## config.mk

```make
export PLATFORM = sky130hd
export DESIGN_NAME = lockstep_mode_ctrl
export DESIGN_NICKNAME = d
export VERILOG_FILES = /design/src/rtl/lockstep_mode_ctrl.sv
export SDC_FILE = /design/constraint.sdc
export NUM_CORES = 1
export LEC_CHECK = 0
export CAP_MARGIN = 25
export CELL_PAD_IN_SITES_DETAIL_PLACEMENT = 0
export CELL_PAD_IN_SITES_GLOBAL_PLACEMENT = 2
export CORE_UTILIZATION = 20
export DETAILED_ROUTE_END_ITERATION = 7
export PLACE_DENSITY = 0.79
export SLEW_MARGIN = 30
export SYNTH_ARGS = -nofsm -noshare
export SYNTH_HDL_FRONTEND = slang
export SYNTH_SLANG_ARGS = --single-unit
```

## constraint.sdc

```tcl
create_clock -name clk_i -period 3.38 [get_ports clk_i]
set_input_delay 0.676 -clock clk_i [delete_from_list [all_inputs] [get_ports clk_i]]
set_output_delay 0.676 -clock clk_i [all_outputs]
set_load 0.05 [all_outputs]
```

## src/rtl/lockstep_mode_ctrl.sv

```systemverilog
// lockstep_mode_ctrl: drains outstanding TCDM traffic before switching the lockstep unit's mode,
// and flags same-address broadcasts while lockstep is active.
module lockstep_mode_ctrl #(
    parameter int NB_CORES        = 8,
    parameter int ADDR_WIDTH      = 32,
    parameter int MAX_OUTSTANDING = 4,
    parameter int DRAIN_TIMEOUT   = 1024
) (
    input  logic                           clk_i,
    input  logic                           rst_ni,
    input  logic                           cfg_req_i,
    input  logic                           cfg_mode_i,
    output logic                           cfg_ack_o,
    output logic                           cfg_err_o,
    output logic                           busy_o,
    input  logic [NB_CORES-1:0]            core_req_i,
    input  logic [NB_CORES-1:0]            core_gnt_i,
    input  logic [NB_CORES-1:0]            core_rvalid_i,
    input  logic [NB_CORES*ADDR_WIDTH-1:0] core_addr_i,
    output logic [NB_CORES-1:0]            core_stall_o,
    output logic                           lockstep_mode_o,
    output logic                           same_address_o
);
    localparam int CW = $clog2(MAX_OUTSTANDING + 1);
    localparam logic [CW-1:0] CNT_MAX = CW'(MAX_OUTSTANDING);
    localparam logic [15:0] TIMER_LAST = 16'(DRAIN_TIMEOUT - 1);
    localparam logic TIMEOUT_EN = DRAIN_TIMEOUT != 0;

    typedef enum logic [1:0] {RUN, DRAIN, SWITCH, ABORT} state_t;
    state_t state, state_next;
    logic [NB_CORES-1:0] handshake, cnt_nz, addr_eq;
    logic [15:0] timer;
    logic target, drained, stall;

    assign handshake = core_req_i & core_gnt_i;

    for (genvar k = 0; k < NB_CORES; k++) begin : g_core
        logic [CW-1:0] cnt;
        // a simultaneous grant and response leave the count unchanged
        always_ff @(posedge clk_i or negedge rst_ni) begin
            if (!rst_ni) cnt <= '0;
            else if (handshake[k] && !core_rvalid_i[k] && cnt != CNT_MAX) cnt <= cnt + 1'b1;
            else if (core_rvalid_i[k] && !handshake[k] && cnt != '0) cnt <= cnt - 1'b1;
        end
        assign cnt_nz[k]  = |cnt;
        assign addr_eq[k] = core_addr_i[k*ADDR_WIDTH +: ADDR_WIDTH] == core_addr_i[0 +: ADDR_WIDTH];
    end

    assign drained = ~|cnt_nz && ~|handshake;

    always_ff @(posedge clk_i or negedge rst_ni) begin
        if (!rst_ni) begin
            state           <= RUN;
            timer           <= '0;
            target          <= 1'b0;
            lockstep_mode_o <= 1'b0;
        end else begin
            state <= state_next;
            timer <= (state == DRAIN) ? timer + 1'b1 : '0;
            if (state == RUN && cfg_req_i) target <= cfg_mode_i;
            if (state == DRAIN && drained) lockstep_mode_o <= target;
        end
    end

    always_comb begin
        state_next = state;
        case (state)
            RUN:     if (cfg_req_i) state_next = (cfg_mode_i != lockstep_mode_o) ? DRAIN : SWITCH;
            DRAIN:   state_next = drained ? SWITCH :
                                  (TIMEOUT_EN && timer == TIMER_LAST) ? ABORT : DRAIN;
            default: state_next = RUN;
        endcase
    end

    assign stall          = state != RUN;
    assign busy_o         = stall;
    assign core_stall_o   = {NB_CORES{stall}};
    assign cfg_ack_o      = state == SWITCH || state == ABORT;
    assign cfg_err_o      = state == ABORT;
    assign same_address_o = lockstep_mode_o && &core_req_i && &addr_eq && !stall;
endmodule

```

==> results.md <==
| Parameter | Reported | Unit |
|:---|:---|:---|
| Antenna violations before repair | 4 | - |
| Critical Path RT | 2700 | ps |
| Number of vias per cell after detailed routing | 4.597 | - |
| Post-Route Skew | 4.496 | ps |
| Detailed-route wire length per cell | 18.77 | um |
| Later-pin clock latency in the skew report | 290 | ps |
| Post-place setup slack | -593.9 | ps |
| Net count, final | 1235 | - |
| Number of hold violations in the final report | 0 | - |
| #FFs+latches synth | 44 | - |
| Number of placed instances with taps included | 1243 | - |
| Category of the worst setup path capture point | primary output | - |
| Area of the placeable core | 0.02375 | mm^2 |
| Final worst setup slack | 44.70 | ps |
| Mean instance size in the synthesized netlist | 8.183 | um^2 |
| Highest-count cells in the layout ignoring fill and taps | 154 x clkdlybuf4s50_1, 68 x xnor2_1, 55 x dlygate4sd2_1, 55 x buf_4, 50 x nor2_1 | - |
| Die width | 158.7 | um |
| Final Non-Filler Cells | 1264 | - |
| Finished Core Util | 40.18 | % |
| Number of ports placed on the die boundary | 297 | - |
| Top post-synthesis cells by area | dfrtp_1 22%, xnor2_1 16%, xor2_1 7.8%, and3_1 5.0%, nor3_1 4.0% | - |
| Power Total | 3304 | uW |
| Total wire length | 23.73 | mm |
| Synth Flop Type | dfrtp_1 | - |
| Post-synthesis adder-cell area fraction | 3.517 | % |
| Number of nets in the synthesized netlist | 893 | - |
| Crit path arrival time | 2660 | ps |
| Quantity of I/O buffers inserted on ports | 296 | - |
| Share of the cycle needed by the critical path after routing | 98.68 | % |
| Clock transition at the registers of the reported paths | 60 | ps |
| Summed area of non-filler cells in the final layout | 0.009544 | mm^2 |
| Compound-gate portion of the synthesized area | 12.31 | % |
| Unrepaired setup endpoints after global routing | true | - |
| Largest voltage drop on the vdd net | 0.0004217 | V |
| Synth cell types | 54 | - |
| Most common cell after layout, fill and taps aside | clkdlybuf4s50_1 | - |
| Standard-cell row count | 56 | - |
| Yosys top cell by area | dfrtp_1 | - |
| Fill cell count | 2411 | - |
| Signed area change from the synthesized netlist to the final layout | 94.39 | % |
| Portion of synthesized cell area occupied by the leading cell type | 22.43 | % |
| Via count | 5810 | - |
| DP HPWL | 20.13 | mm |
| Hold-fix buffers at CTS | 0 | - |
| Number of remaining DRC errors | 0 | - |
| TritonCTS clock tree | yes | - |
| Total of max-cap violations | 0 | - |
| Die H | 158.7 | um |
| Setup-failing EPs final | 0 | - |
| Transition time at the pin with the least slew margin | 734.8 | ps |
| Total clock buffers created by CTS | 5 | - |
| Synth Warn # | 0 | - |
| Slack of the worst reg-to-reg path | 1240 | ps |
| Max transition margin | 51.01 | % |
| Drt initial violations | 170 | - |
| Startpoint Class | input pin | - |
| Achievable Freq | 299.8 | MHz |
| Count of mapped cells out of synthesis | 600 | - |
| Total global routing track utilization | 18.22 | % |
| H-Tree Level Count | 2 | - |
| FF-to-FF path depth | 5 | - |
| Static Leak | 0.004092 | uW |
| Max FO, Critical Path | 2 | - |
| Main combinational cell family by area after synthesis | simple AND/OR/NAND/NOR gates | - |
| Global placement routability congestion | 0.8410 | - |
| First-pass iteration count of the detailed router | 7 | - |
| Post-synthesis sequential area ratio | 22.43 | % |
| Antenna Nets Post-Route | 0 | - |
| Buffer type at the clock tree root | clkbuf_16 | - |
| Final Max Tran Viols | 0 | - |
| TritonCTS Sinks | 44 | - |
| Maximum buffer depth of the clock tree | 2 | - |
| Fraction of synthesis flops using an asynchronous set or reset pin | 100.0 | % |
| Pwr dens | 346.2 | mW/mm^2 |
| Status | finished clean | - |
| Fraction of final layout cells sized beyond drive strength 1 | 23.57 | % |
| Effective utilization at floorplan | 20.67 | % |
| Xor and xnor area share after synthesis | 24.24 | % |
| Kind of critical path | in -> out | - |
| Vias in the first global route | 5936 | - |
| Multiplexer share of the synthesized area | 0.6626 | % |
| Period minus WS final | 3335 | ps |
| Reg-to-Reg End | g_core[5].cnt[2] | - |
| RR Startpoint | g_core[5].cnt[0] | - |
| Simple-gate share of the synthesized area | 32.67 | % |
| Area after detailed placement | 0.008622 | mm^2 |
| Hold crit path type | in -> async | - |
| Cell area after synthesis | 0.004910 | mm^2 |
| Global route total overflow | 0 | - |
| Wire length of the first global-routing pass | 33.60 | mm |
| Maximum number of pins on one net before global-route repair | 45 | - |
| EDFF count, synth | 0 | - |
| DIE AREA | 0.02518 | mm^2 |
## layer usage
layer  track usage, %  share of wire, %
met1            21.37                40
met2            33.42                53
met3            3.293               5.6
met4            5.357               1.3
met5                0             0.055
## worst max path at each step
stage                           from             end  slack (ps)  depth (start not counted)
floorplan            core_addr_i[10]  same_address_o           4                          7
global placement     core_addr_i[17]  same_address_o        -680                          8
detailed placement   core_addr_i[17]  same_address_o        -590                          8
CTS                 core_addr_i[189]  same_address_o          -2                          8
global route           core_req_i[6]  same_address_o         -70                          7
finish                 core_req_i[7]  same_address_o          40                          7
## cells in the mapped netlist, types with 3 or more instances
master      n
o2111ai_1   3
xnor2_1    90
or4b_2      7
o311ai_0   10
xor2_1     44
nor2b_1     7
nand4_1    29
nand3_1    18
nand2_1    29
or4_1       4
nand3b_1    8
a211o_1     8
a21oi_1     5
fa_1        8
dfrtp_1    44
nor3_1     39
buf_2       5
o21ai_0     7
and3_1     39
a31oi_1     4
clkbuf_1   23
buf_4       8
inv_1       5
nand2b_1    5
nor2_1     52
nor4_1     24
or3_1      14
o22ai_1    16
and4_1      6
o22a_1      8
## cell families after synthesis
logic type               after synthesis
buffers and inverters                 43
flip-flops                            44
XOR/XNOR                             135
AND/OR/NAND/NOR                      288
adder cells (fa/ha/maj)                9
multiplexers                           3
AO/OA/AOI/OAI                         78
## registers in the layout (all words and copies together) (netlist names)
name,cells
lockstep_mode_o,1
timer,16
target,1
g_core.cnt,24
state,2
## what timing repair did
action,in CTS,in global routing
resized for setup,277,107
buffers inserted,13,2
setup endpoints to repair,1,1
pin swaps,71,48
## cell type report
class | instances | area, um^2 | area share (%)
Antenna cell | 3 | 7.507 | 0.07866
Sequential cell | 44 | 1101 | 11.54
Clock buffer | 5 | 125.1 | 1.311
Multi-Input combinational cell | 513 | 4303 | 45.08
Inverter | 5 | 18.77 | 0.1966
Tap cell | 319 | 399.1 | 4.182
Timing Repair Buffer | 373 | 3577 | 37.48
Clock inverter | 2 | 12.51 | 0.1311
## power breakdown
part | switching (uW) | internal (uW)
Clock | 204 | 268
Combinational | 947 | 937
Sequential | 249 | 699
Total | 1400 | 1900
## critical path, cell delays in order
cell and delay [ps]:
clkdlybuf4s50_1 540, nand3_2 140, nor4_4 340, nand4_1 150
nor4_2 310, nor4b_4 330, buf_12 180
## per-stage QoR
stage               setup TNS [ps]  hold WS, ps
floorplan                        0        380.4
global placement            -676.6        472.7
detailed placement          -593.9        478.1
CTS                         -1.679        416.8
global route                -70.60        425.8
finish                           0        386.1
Power figures use the tool's default switching activity.
